File: src/rtl/reg_wb_scheduler.sv
// Register-file write scheduler: per-register pending-write scoreboard, issue hazard stall,
// and ALU/MEM writeback round-robin arbitration onto a registered write port. Option: SCB_BYPASS_EN.
module reg_wb_scheduler #(
  parameter int NREG = 32,
  parameter int AW   = 5,
  parameter int DW   = 32
) (
  input  logic            CLK,
  input  logic            RST,
  input  logic            iss_valid,
  input  logic [AW-1:0]   iss_rs,
  input  logic [AW-1:0]   iss_rt,
  input  logic            iss_use_rs,
  input  logic            iss_use_rt,
  input  logic            iss_wr_en,
  input  logic [AW-1:0]   iss_wdst,
  output logic            iss_ready,
  input  logic            alu_valid,
  input  logic [AW-1:0]   alu_dst,
  input  logic [DW-1:0]   alu_data,
  output logic            alu_ready,
  input  logic            mem_valid,
  input  logic [AW-1:0]   mem_dst,
  input  logic [DW-1:0]   mem_data,
  output logic            mem_ready,
  output logic            rf_we,
  output logic [AW-1:0]   rf_wadr,
  output logic [DW-1:0]   rf_wdata,
  output logic [NREG-1:0] busy_vec,
  output logic            err_wb_idle
`ifdef SCB_BYPASS_EN
  ,
  output logic            byp_rs_hit,
  output logic            byp_rt_hit
`endif
);

  typedef enum logic {RR_ALU, RR_MEM} rr_t;

  rr_t             r_rr, w_rr_nxt;
  logic [NREG-1:0] r_busy, w_busy_eff, w_set, w_clr, w_busy_nxt;
  logic            r_rf_we, r_err;
  logic [AW-1:0]   r_rf_wadr;
  logic [DW-1:0]   r_rf_wdata;
  logic            w_alu_gnt, w_mem_gnt, w_gnt, w_err_hit;
  logic [AW-1:0]   w_gnt_dst;
  logic [DW-1:0]   w_gnt_data;

  always_ff @(posedge CLK or posedge RST) begin
    if (RST) r_rr <= RR_ALU;
    else     r_rr <= w_rr_nxt;
  end

  // Pointer moves only when both sides actually competed.
  always_comb begin
    w_alu_gnt = 1'b0;
    w_mem_gnt = 1'b0;
    w_rr_nxt  = r_rr;
    if (alu_valid && mem_valid) begin
      if (r_rr == RR_ALU) begin
        w_alu_gnt = 1'b1;
        w_rr_nxt  = RR_MEM;
      end else begin
        w_mem_gnt = 1'b1;
        w_rr_nxt  = RR_ALU;
      end
    end else begin
      w_alu_gnt = alu_valid;
      w_mem_gnt = mem_valid;
    end
  end

  assign w_gnt      = w_alu_gnt | w_mem_gnt;
  assign w_gnt_dst  = w_mem_gnt ? mem_dst  : alu_dst;
  assign w_gnt_data = w_mem_gnt ? mem_data : alu_data;
  assign w_err_hit  = w_gnt && (w_gnt_dst != '0) && !r_busy[w_gnt_dst];

  always_comb begin
    w_clr = '0;
    if (r_rf_we) w_clr[r_rf_wadr] = 1'b1;
  end

`ifdef SCB_BYPASS_EN
  // A bit clearing at the coming edge no longer blocks; decode forwards rf_wdata.
  assign w_busy_eff = r_busy & ~w_clr;
  assign byp_rs_hit = iss_use_rs & r_rf_we & (r_rf_wadr == iss_rs);
  assign byp_rt_hit = iss_use_rt & r_rf_we & (r_rf_wadr == iss_rt);
`else
  assign w_busy_eff = r_busy;
`endif

  assign iss_ready = !((iss_use_rs && w_busy_eff[iss_rs]) ||
                       (iss_use_rt && w_busy_eff[iss_rt]) ||
                       (iss_wr_en  && w_busy_eff[iss_wdst]));

  // Set after clear so a new issue keeps ownership of a register retiring this edge.
  always_comb begin
    w_set = '0;
    if (iss_valid && iss_ready && iss_wr_en && (iss_wdst != '0)) w_set[iss_wdst] = 1'b1;
    w_busy_nxt    = (r_busy & ~w_clr) | w_set;
    w_busy_nxt[0] = 1'b0;
  end

  always_ff @(posedge CLK or posedge RST) begin
    if (RST) begin
      r_busy     <= '0;
      r_rf_we    <= 1'b0;
      r_rf_wadr  <= '0;
      r_rf_wdata <= '0;
      r_err      <= 1'b0;
    end else begin
      r_busy  <= w_busy_nxt;
      r_rf_we <= w_gnt && (w_gnt_dst != '0);
      if (w_gnt && (w_gnt_dst != '0)) begin
        r_rf_wadr  <= w_gnt_dst;
        r_rf_wdata <= w_gnt_data;
      end
      if (w_err_hit) r_err <= 1'b1;
    end
  end

  assign alu_ready   = w_alu_gnt;
  assign mem_ready   = w_mem_gnt;
  assign rf_we       = r_rf_we;
  assign rf_wadr     = r_rf_wadr;
  assign rf_wdata    = r_rf_wdata;
  assign busy_vec    = r_busy;
  assign err_wb_idle = r_err;

endmodule

File: config.mk
export PLATFORM = sky130hd
export DESIGN_NAME = reg_wb_scheduler
export DESIGN_NICKNAME = d
export VERILOG_FILES = /design/src/rtl/reg_wb_scheduler.sv
export SDC_FILE = /design/constraint.sdc
export NUM_CORES = 1
export LEC_CHECK = 0
export CAP_MARGIN = 10
export CORE_MARGIN = 2
export CORE_UTILIZATION = 50
export DETAILED_ROUTE_END_ITERATION = 8
export DONT_BUFFER_PORTS = 1
export PLACE_DENSITY = 0.67
export SETUP_SLACK_MARGIN = 0.15
export SYNTH_ARGS = -nofsm -noshare
export SYNTH_HDL_FRONTEND = slang
export SYNTH_SLANG_ARGS = --single-unit
File: constraint.sdc
create_clock -name CLK -period 4.6 [get_ports CLK]
set_input_delay 1.38 -clock CLK [delete_from_list [all_inputs] [get_ports CLK]]
set_output_delay 1.38 -clock CLK [all_outputs]
set_load 0.03 [all_outputs]
==> summary.md <==
| Metric | Value |
|---|---|
| Outcome | `finished, final reports clean` |
| Worst-path cell chain | `mux4_1 -> mux2_2 -> o21a_1 -> a311oi_2 -> o22ai_2 -> a21oi_4` |
| Crit path DAT | `2970 ps` |
| Initial Utilization | `0.5203` |
| Post-synth EDFFs | `0` |
| CTS tree | `done` |
| Worst hold path startpoint | `r_rr` |
| Site Rows | `35` |
| Register bit total from synthesis | `71` |
| Max clock buf depth | `2` |
| WHS Endpoint | `r_rr` |
| CTS Hold Bufs | `0` |
| Post-CTS Setup Inserts | `0` |
| Synthesized area | `0.004853 sq mm` |
| Syn_area_per_cell | `9.055 sq um` |
| Inserted Diodes | `0` |
| CP startpoint kind | `input port` |
| Slew Limit Headroom | `0.2692` |
| Worst Path Required | `3220 ps` |
| Crit path time final | `4348 ps` |
| Syn Nets | `633` |
| Total gr overflow | `0` |
| Post-DR wirelength/cell | `23.76 um` |
| DP HPWL | `10,640 um` |
| Worst reg2reg endpoint | `busy_vec[1]` |
| Hold depth | `1` |
| Clock root buffer master | `clkbuf_8` |
| Cts bufs inserted | `9` |
| First-pass GRT wire length | `23,100 um` |
| H-tree levels | `3` |
| Top_reg_cell synth | `dfrtp_1` |
| DRT antenna net count | `0` |
| Worst Skew | `15.83 ps` |
| Largest net degree at the start of global routing | `74` |
| Critical Path End Type | `primary output` |
| Post-layout nets | `608` |
| CTS sink count | `71` |
| Actual slew at the worst max-slew pin | `1092 ps` |
| WS Path Type | `in2out` |
| Initial DRC Count | `439` |
| Boundary pin count | `171` |
| Crit Path Max Fanout | `11` |
| Hold Path Class | `reg2reg` |
| DR vias/cell | `6.839` |
| GRT Total Usage | `0.2889` |
| Die area | `0.01051 sq mm` |
| PwrDens | `662.3 mW/mm^2` |
| RSZ-0062 raised after global routing | `false` |
| Total negative slack | `0 ps` |
| Ys async rst share | `1.000` |
| Worst path top cell family by delay | `multiplexers` |
| Fill cells | `824` |
| Seq/Total Area, Yosys | `0.3661` |
| Final wirelength | `15,320 um` |
| Cell variety after synth | `52` |
| Most common cell after layout, fill and taps aside | `nand2_1` |
| Post-Syn Instances | `536` |
| Initial DRT Pass Iterations | `5` |
| Most frequent cells in the layout | `97 x nand2_1, 71 x dfrtp_1, 48 x nor2_1` |
| Fin. Hold Viols | `0` |
| Chip height | `102.5 um` |
| Fmax | `230.0 MHz` |
| Vias in the first global route | `4,218` |
| Final period util | `0.9453` |
| Clock Latency Late Sink | `360 ps` |
| Vias | `4,411` |
| Slowest stage delay, CP | `520 ps` |
| Tot Pwr | `0.003386 W` |
| Share of cells above drive strength 1 | `0.1395` |
| Number of port buffers | `0` |
| Initial antenna violation count | `0` |
| Number of max-cap violations | `0` |
| Final Max Tran Viols | `0` |
| Yosys warns | `0` |
| FF-to-FF Start | `busy_vec[18]` |
| Final setup violation count | `0` |
| Placer Congestion | `0.8912` |
| Maximum VDD drop | `0.3084 mV` |
| Synth-to-Final Area Change | `5.336%` |
| Die width | `102.5 um` |
| Internal reg-to-reg setup slack | `1820 ps` |
| CTS clock-pin slew for the worst setup and hold paths | `80 ps` |
| DRC viols | `0` |
| Leakage | `1.981 nW` |
| Slowest stage cell, crit path | `mux4_1` |
| Core box area | `0.009328 sq mm` |
| Critical path buffers and inverters | `0` |
| Worst reg-to-reg path cell count | `7` |
==> final cells by class <==
type | instances | area [sq um] | share of cell area
Clock buffer | 10 | 127.6 | 0.02496
Clock inverter | 6 | 92.59 | 0.01811
Inverter | 12 | 45.04 | 0.008811
Multi-Input combinational cell | 409 | 2849 | 0.5573
Sequential cell | 71 | 1777 | 0.3475
Tap cell | 129 | 161.4 | 0.03157
Timing Repair Buffer | 8 | 60.06 | 0.01175
==> worst max path at each step <==
stage	slack, ps	to	depth (start not counted)	from
6_report	250	iss_ready	6	iss_rs[1]
5_1_grt	160	iss_ready	6	iss_rs[1]
2_1_floorplan	70	iss_ready	8	iss_rs[1]
3_3_place_gp	270	iss_ready	6	iss_rs[1]
3_5_place_dp	230	iss_ready	6	iss_rs[1]
4_1_cts	230	iss_ready	6	iss_rs[1]
==> cells in the mapped netlist, drive strengths merged, types with 2 or more instances <==
cell     instances  area [sq um]
nand3           24         120.1
mux2             5         56.30
clkbuf          34         127.6
nand3b           5         37.54
nand2b           6         37.54
dfrtp           71          1777
a21boi           2         15.01
nand2           97         364.1
o21a             2         15.01
o311ai           2         17.52
o31ai           17         127.6
nor4             2         12.51
inv             12         45.04
o21ai           36         180.2
a211oi           5         37.54
a21o             2         15.01
o41ai           15         229.0
nor3             6         30.03
and3             9         56.30
nor2            48         180.2
nor2b            6         37.54
a311oi           2         23.77
or3              2         12.51
a21oi           10         50.05
a22oi            7         52.55
a31oi           35         219.0
o22ai            5         37.53
mux2i           13         130.1
mux4            25         566.8
a2111oi          3         26.28
nor3b            4         30.03
buf             10         71.32
==> state kept, by name, indices dropped and copies added, names as in the netlist <==
name,cells
rf_wdata,32
busy_vec,31
rf_wadr,5
err_wb_idle,1
r_rr,1
rf_we,1
==> cells by family after synthesis <==
kind of cell	count (synthesis)	share of synthesized area
xor gates and xnor gates	1	0.001805
DFF	71	0.3661
muxes	43	0.1552
other	1	0.0007727
AOI/OAI and AO/OA	149	0.2274
buffers and inverters	56	0.05027
and+or+nand+nor	215	0.1985
==> metrics by stage <==
step                      worst slack (ps)  instance area (sq um)  utilization  hold WS [ps]  cells
after global routing                 157.7                   5112       0.5481         545.2    645
after detailed placement             234.9                   4892       0.5245         505.3    629
final                                251.7                   5112       0.5481         519.1    645
after floorplan                      70.48                   4877            -         473.5    536
after CTS                            232.0                   5112       0.5481         519.1    645
after global placement               267.3                   4892       0.5245         498.1    629
==> repair_timing <==
| item | in CTS | in global routing |
|---|---|---|
| gates resized for setup | 0 | 0 |
| endpoints found under the setup margin | 0 | 1 |
| endpoints found under the hold margin | 0 | 0 |
==> per-layer routing <==
layer,up-vias,share of wire,global-route usage
li1,1955,-,-
met5,-,0,0
met1,2135,0.38,0.3880
met4,0,0.023,0.1087
met2,287,0.48,0.4324
met3,34,0.12,0.1037
==> worst reg2reg max path: cells and delay by family, from the launching register on <==
| kind | cells | cell delay, ps |
|---|---|---|
| buf+inv | 1 | 290 |
| mux | 2 | 850 |
| compound gates | 4 | 940 |
| flops | 1 | 580 |
==> power by group <==
group          total, W  switching (W)  internal [W]
Clock          0.000568       0.000259      0.000308
Sequential      0.00181       0.000965      0.000841
Combinational   0.00101       0.000514      0.000498
Total           0.00339        0.00174       0.00165
Note: power is estimated with default switching activity, not from simulation.
==> RTL change 1 (config.mk and constraints unchanged) <==
`DW`: 32 -> 16.
--- a/src/rtl/reg_wb_scheduler.sv
+++ b/src/rtl/reg_wb_scheduler.sv
@@ -5,3 +5,3 @@
   parameter int AW   = 5,
-  parameter int DW   = 32
+  parameter int DW   = 16
 ) (
Ports: changed (resized alu_data, mem_data and rf_wdata); port bits go from 171 to 123. The function was not compared with the original's and may differ.
==> RTL change 1 against the original RTL <==
  * Cell count fell by 22%
  * Global-route usage shrank 0.16 points
  * Design area down 21%
  * Total power down 26%
  * Synthesized cell count down 23%
  * Area after synthesis is 20% lower
  * Wire length fell by 22%
  * Sequential cell count fell by 16
  * Setup slack improved by 0.11 ns
  * Largest power group unchanged
==> RTL change 1: results (changes against the original RTL) <==
status = completed
Tot GR Track Use = 28.7% (-0.16 points)
crit path from = iss_rt[0]
First DRT Iteration DRCs = 559 (+27%)
hpwl dp = 8.47 mm (-20%)
count of inserted antenna diode cells = 0 (unchanged)
YS warnings = 0 (unchanged)
vias in the first global route = 3,391 (-20%)
clk_lat worst skew = 0.32 ns (-0.04 ns)
Synth Flop Type = dfrtp_1
crit path DAT = 2.86 ns (-0.11 ns)
cts repair resizes = 0 (unchanged)
Setup Skew = 0.00747 ns (-0.00836 ns)
port bufs = 0 (unchanged)
# fillers = 722 (-12%)
sequential-to-total area share from yosys stat = 35.4% (-1.2 points)
setup repair bufs after CTS = 0 (unchanged)
max reg flops = 31 (-3.1%)
pre-CTS WS = 0.374 ns (+0.139 ns)
Routed Wire Length = 12.0 mm (-22%)
peak supply drop = 316 µV (+2.5%)
EDFF count, synth = 0 (unchanged)
CP max stage cell = mux4_2
Post-synth top cells = dfrtp_1 (55), nand2_1 (48), o21ai_0 (36)
first drt pass iteration count = 5 (unchanged)
largest net degree at the start of global routing = 43 (-42%)
RePlAce Congestion = 0.954 (+7.0%)
Hold Path Origin = r_rr
cts bufs inserted = 5 (-4)
dominant cells by area after synthesis = dfrtp_1 (35%), mux4_2 (12%), mux2i_1 (6.4%)
Max-Slew Margin vs Limit = 31.1% (+4.2 points)
post-layout net count = 463 (-24%)
Syn Nets = 476 (-25%)
Via-to-Cell Ratio = 7.01 (+2.5%)
Reg clk slew, reported paths = 0.10 ns (+0.02 ns)
P_leak = 1.57 nW (-21%)
worst hold path type = flip-flop to flip-flop
fin. max-slew vios = 0 (unchanged)
initial antenna violation count = 0 (unchanged)
FFs w/ async S/R, synth = 100% (unchanged)
worst-case clock buffer depth = 2 (unchanged)
# H-tree levels = 2 (-1)
layout cells sized above 1 = 14.3% (+0.37 points)
distinct cell type count after synthesis = 56 (+7.7%)
CTS root buf = clkbuf_8
worst-path maximum fanout = 9 (-2)
slowest stage delay, CP = 0.47 ns (-0.05 ns)
first-pass GRT wire length = 18.9 mm (-18%)
Congestion Overflow GR = 0 (unchanged)
FF-to-FF Start = busy_vec[18]
## RTL change 1: changes by cell type in the layout (fill, tap and decap cells not counted), moves of 6 or more
cell | unedited run | this run
dfrtp_1 | 71 | 55
a31oi_1 | 35 | 18
and3_1 | 9 | 2
or3_1 | 2 | 8
nand2_1 | 97 | 48
nand3b_1 | 5 | 12
mux2i_1 | 13 | 25
o41ai_1 | 2 | 24
o31ai_1 | 17 | 3
nor2_1 | 48 | 30
nand3_1 | 24 | 10
o41ai_2 | 13 | 1
## RTL change 1: final cells by class
| type | count | area share [%] |
|---|---|---|
| well taps | 102 | 3.17 |
| multi-input cells | 314 | 57.2 |
| repair buffers | 13 | 2.42 |
| flip-flops and latches | 55 | 34.2 |
| inverters | 9 | 0.839 |
| clock buffers | 5 | 1.71 |
| clock inverters | 2 | 0.435 |
## RTL change 1: path summary, 6_finish.rpt
check                                     to  slack, ns  depth (start not counted)
worst max-delay path               iss_ready       0.36                          7
worst min-delay path                    r_rr       0.50                          1
worst max register to register   busy_vec[3]       1.60                          7
worst min register to register          r_rr       0.50                          1
max in group asynchronous       busy_vec[20]       2.88                          2
min in group asynchronous       rf_wdata[13]       0.90                          1
## RTL change 1: critical path: cells and delay by family
family	cells	cell delay (ns)
compound gates	4	0.61
mux	2	0.75
simple gates	1	0.11
## RTL change 1: cells by family after synthesis
logic type | synth area share [%]
AND/OR/NAND/NOR | 17.5
AO/OA/AOI/OAI | 22.1
flip-flops | 35.4
multiplexers | 18.9
buffers and inverters | 5.76
XOR/XNOR | 0.225
other | 0.0964
## RTL change 1: per-stage QoR
step	power, mW	cells	cell area (µm²)	utilization, %	hold WS, ns
finish	2.49	500	4030	52.7	0.502
floorplan	1.87	411	3900	-	0.452
global route	2.60	500	4030	52.7	0.523
CTS	2.47	500	4030	52.7	0.504
global placement	2.19	493	3940	51.5	0.476
detailed placement	2.20	493	3940	51.5	0.482
## RTL change 1: per-layer routing
metal,GRT usage (%),part of all wire (%),vias up
li1,-,-,1538
met1,38.7,38,1706
met2,44.7,46,238
met3,9.70,14,23
met4,7.71,1.7,0
met5,0,0,-
## RTL change 1: where the power goes
part / internal [mW] / leakage, nW / switching, mW
logic: 0.428 / 0.869 / 0.471
clock network: 0.108 / 0.0446 / 0.168
registers: 0.649 / 0.652 / 0.669
total: 1.19 / 1.57 / 1.31
==> RTL change 2 (config.mk and constraints unchanged) <==
Made on the original files. Make the reset (`RST`) synchronous in 2 clocked blocks.
--- a/src/rtl/reg_wb_scheduler.sv
+++ b/src/rtl/reg_wb_scheduler.sv
@@ -48,3 +48,3 @@
 
-  always_ff @(posedge CLK or posedge RST) begin
+  always_ff @(posedge CLK) begin
     if (RST) r_rr <= RR_ALU;
@@ -103,3 +103,3 @@
 
-  always_ff @(posedge CLK or posedge RST) begin
+  always_ff @(posedge CLK) begin
     if (RST) begin
Check against the original RTL: differs if RST is asserted again (counterexample within 4 cycles, from zero or initial values and one cycle with RST high); with RST held inactive, the same outputs for 10 cycles.
==> RTL change 2 against the original RTL <==
  * Wire length is 6.3% lower
  * Maximum frequency decreased by 1.4%
  * Setup slack got worse by 0.062 ns
  * Design area decreased by 2.5%
  * Sequential cell count unchanged
  * Global-route usage is 1.5 points lower
  * Area after synthesis shrank 3.3%
Power is not compared: it rests on default switching activity, and its combinational part moved more than twofold at a synthesized area within 25%.
==> RTL change 2: results (changes against the original RTL) <==
crit path DAT = 3.03 ns (+0.06 ns)
port bufs = 0 (unchanged)
FFs w/ async S/R, synth = 0% (-100 points)
Synth Flop Type = dfxtp_1
hpwl dp = 10.4 mm (-2.8%)
Setup Skew = 0.0136 ns (-0.00219 ns)
max reg flops = 32 (unchanged)
routed vias = 4,276 (-3.1%)
CTS root buf = clkbuf_8
met2 routed wirelength = 6.61 mm (-9.5%)
met1 wire length = 5.41 mm (-7.5%)
Post-synth top cells = nand2_1 (99), dfxtp_1 (71), nor2_1 (45)
distinct cell type count after synthesis = 50 (-3.8%)
Hold Path Sink = r_rr
RR Endpoint = busy_vec[5]
area share of xor/xnor cells in the synthesized design = 0.187% (+0.0061 points)
hold path cells = 2 (+1)
pre-CTS WS = 0.184 ns (-0.0511 ns)
met3 Use GR = 7.91% (-2.5 points)
status = completed
Hold Path Origin = r_rr
WL met3 = 1.70 mm (-6.9%)
Max-Slew Margin vs Limit = 52.3% (+25 points)
RePlAce Congestion = 0.985 (+10%)
grt met2 use = 44.1% (+0.86 points)
post-layout net count = 610 (+0.33%)
largest net degree at the start of global routing = 78 (+5.4%)
die width = 101 µm (-1.6%)
slowest stage delay, CP = 0.47 ns (-0.05 ns)
FF-to-FF Start = busy_vec[20]
dominant cells by area after synthesis = dfxtp_1 (30%), nand2_1 (7.9%), mux4_2 (7.7%)
worst reg2reg setup slack = 1.64 ns (-0.18 ns)
worst-path maximum fanout = 9 (-2)
part of the cycle the worst path needs = 95.9% (+1.4 points)
first-pass GRT wire length = 21.6 mm (-6.7%)
First DRT Iteration DRCs = 285 (-35%)
Routed Wire Length = 14.4 mm (-6.3%)
Tot GR Track Use = 27.4% (-1.5 points)
cts repair resizes = 0 (unchanged)
layout cells sized above 1 = 16.6% (+2.6 points)
mux share of post-synthesis cell area = 16.3% (+0.77 points)
post-synthesis compound-gate area fraction = 22.7% (about the same)
worst hold margin = 0.566 ns (+0.0471 ns)
CP max stage cell = mux4_2
sequential-to-total area share from yosys stat = 30.3% (-6.3 points)
cts bufs inserted = 9 (unchanged)
[RTL change 2: cell types whose count changed after synthesis, sizes merged, moves of 8 or more]
cell | unedited run | this run
a311oi | 2 | 33
a31oi | 35 | 1
dfrtp | 71 | 0
dfxtp | 0 | 71
nand3 | 24 | 6
nand3b | 5 | 22
nor2b | 6 | 20
nor3b | 4 | 12
o21ai | 36 | 21
o31ai | 17 | 2
o41ai | 15 | 31
[RTL change 2: final cells by class]
class	instances	area, µm²
repair buffers	19	155
multi-input cells	407	3030
fillers	837	4170
clock buffers	10	128
flip-flops and latches	71	1420
inverters	5	18.8
well taps	111	139
clock inverters	6	93.8
[RTL change 2: through the flow]
step	TNS (ns)	power, mW	cells	instance area [µm²]
final	0	1.51	629	4980
after detailed placement	0	0.962	612	4760
after global placement	0	0.958	612	4760
after CTS	0	1.52	628	4980
after global routing	0	1.57	629	4980
after floorplan	-0.0478	0.939	534	4710
